## src/rtl/alu_wb_buffer.sv

```systemverilog
// Dual-lane ALU writeback buffer: queues up to two tagged results per cycle in program order, drains one per cycle to the register file.
// Latency: a result accepted into an empty buffer is presented on wb_* the following cycle; otherwise it follows all older entries.
// Backpressure: in_ready is low unless two free entries exist (registered count only); valids seen while in_ready is low are dropped.
module alu_wb_buffer #(
  parameter int DEPTH = 4,
  parameter int DW    = 32,
  parameter int TW    = 5
) (
  input  logic                     clk,
  input  logic                     reset,
  input  logic                     in0_valid,
  input  logic [TW-1:0]            in0_rd,
  input  logic [DW-1:0]            in0_result,
  input  logic                     in1_valid,
  input  logic [TW-1:0]            in1_rd,
  input  logic [DW-1:0]            in1_result,
  output logic                     in_ready,
  output logic                     wb_en,
  output logic [TW-1:0]            wb_rd,
  output logic [DW-1:0]            wb_data,
  output logic [$clog2(DEPTH):0]   count
);

  localparam int AW = $clog2(DEPTH);
  localparam int CW = AW + 1;

  // Entry storage; contents are not reset, only the pointers and count are.
  logic [TW-1:0] r_mem_rd   [DEPTH];
  logic [DW-1:0] r_mem_data [DEPTH];

  logic [AW-1:0] r_wptr;
  logic [AW-1:0] r_rptr;
  logic [CW-1:0] r_count;

  logic          w_push0;
  logic          w_push1;
  logic          w_pop;
  logic [CW-1:0] w_npush;
  logic [AW-1:0] w_wptr_lane1;

  // Readiness looks only at the registered count so issue never depends on this cycle's drain.
  assign in_ready = (r_count <= CW'(DEPTH - 2));

  // Writes to x0 are architecturally dead, so they never occupy an entry.
  assign w_push0 = in_ready && in0_valid && (in0_rd != '0);
  assign w_push1 = in_ready && in1_valid && (in1_rd != '0);
  assign w_pop   = (r_count != '0);

  assign w_npush = {{(CW-1){1'b0}}, w_push0} + {{(CW-1){1'b0}}, w_push1};

  // Lane 1 lands behind lane 0 only when lane 0 actually took a slot.
  assign w_wptr_lane1 = w_push0 ? r_wptr + AW'(1) : r_wptr;

  assign wb_en   = w_pop;
  assign wb_rd   = w_pop ? r_mem_rd[r_rptr]   : '0;
  assign wb_data = w_pop ? r_mem_data[r_rptr] : '0;
  assign count   = r_count;

  // Entry writes for the accepted lanes, in program order.
  always_ff @(posedge clk) begin
    if (!reset) begin
      if (w_push0) begin
        r_mem_rd[r_wptr]   <= in0_rd;
        r_mem_data[r_wptr] <= in0_result;
      end
      if (w_push1) begin
        r_mem_rd[w_wptr_lane1]   <= in1_rd;
        r_mem_data[w_wptr_lane1] <= in1_result;
      end
    end
  end

  // Pointer and occupancy bookkeeping; push and pop in the same cycle both take effect.
  always_ff @(posedge clk) begin
    if (reset) begin
      r_wptr  <= '0;
      r_rptr  <= '0;
      r_count <= '0;
    end else begin
      r_wptr  <= r_wptr + w_npush[AW-1:0];
      r_rptr  <= w_pop ? r_rptr + AW'(1) : r_rptr;
      r_count <= r_count + w_npush - {{(CW-1){1'b0}}, w_pop};
    end
  end

endmodule
```

## config.mk

```make
export PLATFORM = sky130hd
export DESIGN_NAME = alu_wb_buffer
export DESIGN_NICKNAME = d
export VERILOG_FILES = /design/src/rtl/alu_wb_buffer.sv
export SDC_FILE = /design/constraint.sdc
export NUM_CORES = 1
export LEC_CHECK = 0
export ABC_AREA = 1
export BUFFER_PORTS_ARGS = -buffer_cell sky130_fd_sc_hd__buf_2
export CAP_MARGIN = 20
export CORE_UTILIZATION = 63
export CTS_CLUSTER_DIAMETER = 200
export DETAILED_ROUTE_END_ITERATION = 8
export HOLD_SLACK_MARGIN = 0.02
export PLACE_DENSITY = 0.84
export SYNTH_ARGS = -nofsm -noshare
export SYNTH_HDL_FRONTEND = slang
export SYNTH_SLANG_ARGS = --single-unit
```

## constraint.sdc

```tcl
create_clock -name clk -period 6.45 [get_ports clk]
set_input_delay 0.3225 -clock clk [delete_from_list [all_inputs] [get_ports clk]]
set_output_delay 0.3225 -clock clk [all_outputs]
set_load 0.02 [all_outputs]
```

# Word-level counts from Yosys, hierarchy flattened
# Memory sizes are Yosys's and may differ from the RTL's. A register that Yosys moved wholly into a read port is not among the register bits.
# Cells that the tools add are included.
classes:
  add_sub_neg: 6
  order_cmp: 1
  n_mux: 13
  n_reduce_logical: 7
op_table:
  columns: ["op", "n"]
  rows:
  - ["32-bit 2-to-1 mux", 1]
  - ["2-bit 2-to-1 mux", 5]
  - ["5-bit nonzero test", 2]
  - ["1-bit 2-to-1 mux", 6]
  - ["5-bit 2-to-1 mux", 1]
  - ["2-bit by 1-bit adder with 2-bit output, second input constant", 2]
  - ["1-bit logical AND", 4]
  - ["3-bit by 2-bit adder with 3-bit output", 1]
  - ["3-bit by 2-bit <= comparator with 1-bit output, second input constant", 1]
  - ["3-bit nonzero test", 1]
  - ["3-bit by 1-bit subtractor with 3-bit output", 1]
  - ["1-bit by 1-bit adder with 2-bit output", 1]
  - ["2-bit adder", 1]
totals:
  reg_bits: 7
  ramBits: 148
  inputBits: 78
  output_inout_bits: 42
  elab_cells: 32
  n_memories: 2
memory_table:
  columns: ["memory", "words", "width", "rd", "rd_ports_with_merged_regs", "wr", "line_no", "source"]
  rows:
  - ["r_mem_data", 4, 32, 1, 1, 2, "29", "logic [DW-1:0] r_mem_data [DEPTH];"]
  - ["r_mem_rd", 4, 5, 1, 1, 2, "28", "logic [TW-1:0] r_mem_rd [DEPTH];"]

# Longest topological paths before layout
logic_depth:
  depth_word: 6
  mapped_depth: 14
  mapped_depth_nobuf: 14

# Least setup slack after synthesis
# Ideal clock, no wire load.
synth_path:
  path_kind: "register to register"
  from: "reg r_count[1], in the netlist count[1]"
  to: "mem r_mem_data[0][0], enable pin"
  setup_ns: 0.483
  arrival_time_ns: 3.718
  t_required_ns: 5.967
  slack_ns: 2.249
  stages_incl_launch_ff: 7
  n_path_buf: 0
  synth_period_minus_slack_ns: 4.201
  cell_sequence: "dfxtp_1 nand2_1 nand2_2 nor2_4 nand2_2 or2_2 o21ai_0"
synth_rtl:
  columns: ["element", "line_no", "source"]
  rows:
  - ["start, declared", "33", "logic [CW-1:0] r_count;"]
  - ["start signal, assigned", "82", "r_count <= r_count + w_npush - {{(CW-1){1'b0}}, w_pop};"]
  - ["end, declared", "29", null]

==> results.md <==
- Status: complete, no violations
- CTS tree: yes
- Core area: roughly 14,000 um^2
- Buffers on Ports: between 100 and 150
- Detailed Routing Iterations Pass 1: 5
- Post-CTS setup buffers: 0
- Hold path start: in0_result[25]
- Mapped Area: approximately 9000 um^2
- Max transition margin: 0.391
- CTS clk-pin slew, worst paths: about 0.070 ns
- Area leader, netlist: edfxtp_1
- FF+latch count, synth: 157
- Leading cell type in the layout, fill and taps excluded: nand2_1
- RSZ-0062 raised after global routing: false
- Worst-Skew Late Latency: about 0.44 ns
- Hold_buf cts: 0
- Placed inst area: 9300 um^2
- Leak pwr: around 4.3 nW
- Reg2reg start: count[0]
- Final worst slack: around 3.4 ns
- Mux cell area share after synthesis: 0
- Synth Area in Adders: 0.0148
- Worst Skew: approximately 0.0070 ns
- Max incr delay on CP: approximately 0.93 ns
- Worst hold endpoint: r_mem_data[2][25]
- # setup viols final: 0
- Worst r2r dst: r_mem_data[0][5]
- Worst path top cell family by delay: flip-flops
- Worst reg-to-reg setup slack: ~3.8 ns
- Vias: roughly 8.0k
- Fillers: 1,061
- GPL Wtd Cong: a little under 0.8
- Antenna cells: 0
- Most frequent cells in the layout: nand2_1, nor2_1, nand4_1, edfxtp_1, buf_2
- Synth Warn #: 0
- HPWL Detailed: between 10,000 and 15,000 um
- Die ar.: roughly 15,000 um^2
- Number of cells produced by synthesis: roughly 1.0k
- Simple-gate share of the synthesized area: 0.321
- Hold Path Cell Cnt: 3
- CTS HTree Levels: 4
- Synthesized area per cell: roughly 8.6 um^2
- Setup CP Type: flip-flop to output port
- Fmax: about 320 MHz
- Top cell type's share of synthesized area: 0.496
- Final instance area: 9920 um^2
- Complex-gate fraction of the synthesized area: 0.0643
- Worst Tran Pin Value: slightly above 0.9 ns
- Routed Antenna Nets: 0
- I/O pin cnt: 120
- Initial Util: 0.645
- Starting DRT DRC Count: about 1.1k
- DIE WIDTH: approximately 120 um
- First-pass GRT wire length: approximately 38,000 um
- Worst IR Drop VDD: 0.000354 V
- Pin count of the biggest net entering global routing: approximately 120
- Layout Area Growth over Synthesis: 10.8%
- Worst path cell trace: inv_2, nor2_1, o21ai_0, a21oi_1, buf_2
- Power per standard cell area: ~450 nW/um^2
- Vias per inst: 6.19
- Post-cts gate resize count: 0
- CTS Sinks: ~160
- Critical Path Start Type: flip-flop
- Depth of the worst register-to-register path: 9
- DRC: 0
- Crit-path slowest cell: dfxtp_2
- Cell variety after synth: 28
- Final hold viol count: 0
- Buf/Inv on CP: 2
- CTS Buf Count: 17
- Final count of pins violating max slew: 0
- CP required: approximately 6.1 ns
- Cell Rows: 43
- WP data arrival: around 2.8 ns
- Post-layout min period: about 3.1 ns
- Vias in the first global route: ~7.5k
- Post-layout net count: approximately 1.2k
- Die Height: 121 um
- Clock Root Buffer: clkbuf_16
- Largest family of logic cells by synthesized area: simple AND/OR/NAND/NOR gates
- Share of layout cells above drive strength 1: 0.174
- HP Class: input port to flip-flop
- Critical path endpoint category: output port
- Setup tns final: 0 ns
- Post-Syn Nets: around 1.1k
- Xor and xnor area share after synthesis: 0.00196
- Max-cap violation count: 0
- Dpl ws: around 3.6 ns
- Antenna violations before repair: 1
- Register area share after synthesis: 0.516
- Clock buffer depth: 2
- Aggregate routed wire length: roughly 24,000 um
- CP Max Fanout: 38
- Tcrit/Tclk final: 0.479
- GRT Residual Overflow: 0
- Total Routing Usage GR: 0.343
- Synth top area cells: edfxtp_1, nand2_1, nand4_1
- Drt wl/cell: around 19 um
-- Yosys cell counts --
| cell | number |
|---|---|
| buf_6 | 23 |
| nor2_8 | 1 |
| inv_1 | 23 |
| buf_1 | 6 |
| nand3_2 | 5 |
| dfxtp_1 | 9 |
| fa_1 | 1 |
| nand3b_1 | 1 |
| xor2_1 | 2 |
| a21oi_1 | 37 |
| ha_1 | 9 |
| clkbuf_1 | 14 |
| or2_2 | 1 |
| nand4_1 | 148 |
| nand2_1 | 306 |
| nand2_2 | 7 |
| o21ai_0 | 77 |
| nor2_4 | 1 |
| buf_2 | 27 |
| o21ai_1 | 1 |
| nor3_1 | 2 |
| nand3_1 | 4 |
| nor3b_1 | 3 |
| nor2_1 | 159 |
| inv_2 | 4 |
| nor2_2 | 2 |
| edfxtp_1 | 148 |
| buf_4 | 21 |
-- per-stage QoR --
stage          std cells  hold WS, ns  power (W)  utilization
2_1_floorplan       1042        0.484    0.00303            -
3_3_place_gp        1264        0.484    0.00344        0.670
3_5_place_dp        1264        0.501    0.00348        0.670
4_1_cts             1296        0.195    0.00444        0.711
5_1_grt             1298        0.206    0.00474        0.715
6_report            1298        0.205    0.00449        0.715
-- state kept, by name, summed over array words and instances (netlist names), named ones only --
signal and count:
r_mem_rd 20, count 3, r_rptr 2, r_mem_data 128, r_wptr 2
-- cells by family (layout without fill, tap and decap cells) --
group	Yosys count	in the layout
AND/OR/NAND/NOR	640	640
flip-flops	157	157
buffers and inverters	118	194
AO/OA/AOI/OAI	115	115
adder cells (fa/ha/maj)	10	10
XOR/XNOR	2	2
-- worst max path at each step --
| stage | start | endpoint | slack, ns | depth (start not counted) |
|---|---|---|---|---|
| finish | flip-flop | wb_data[0] | 3.36 | 5 |
| global route | flip-flop | wb_data[22] | 3.22 | 5 |
| CTS | flip-flop | wb_data[12] | 3.19 | 5 |
| detailed placement | in0_rd[0] | r_mem_data[3][5] | 3.64 | 9 |
| global placement | in0_rd[0] | r_mem_data[3][4] | 3.66 | 9 |
| floorplan | count[1] | r_mem_data[0][0] | 2.25 | 6 |
-- report_power, final --
group / internal, W / leakage (nW) / switching, W
clock network: 0.000544 / 0.291 / 0.000424
registers: 0.00134 / 1.42 / 0.0000858
logic: 0.000535 / 2.56 / 0.00156
total: 0.00242 / 4.27 / 0.00207
-- per-layer routing --
metal  part of all wire  up-vias  track usage
met4              0.029        2        0.148
met5            0.00054        -            0
li1                   -     3745            -
met2               0.49      535        0.559
met3              0.097       72       0.0559
met1               0.38     3687        0.454
-- tightest hold or removal path, cell delays in order --
cell	delay [ns]
buf_2	0.11
nand2_1	0.05
nand2_1	0.04
-- area by class of cell --
type / instances / area, um^2 / area share
sequential: 157 / 4630 / 0.466
tap: 180 / 225 / 0.0227
multi-input combinational: 767 / 3650 / 0.368
inverter: 27 / 101 / 0.0102
clock buffer: 19 / 475 / 0.0479
clock inverter: 13 / 96.3 / 0.00971
timing repair buffer: 135 / 748 / 0.0754
(Power assumes the default switching activity.)
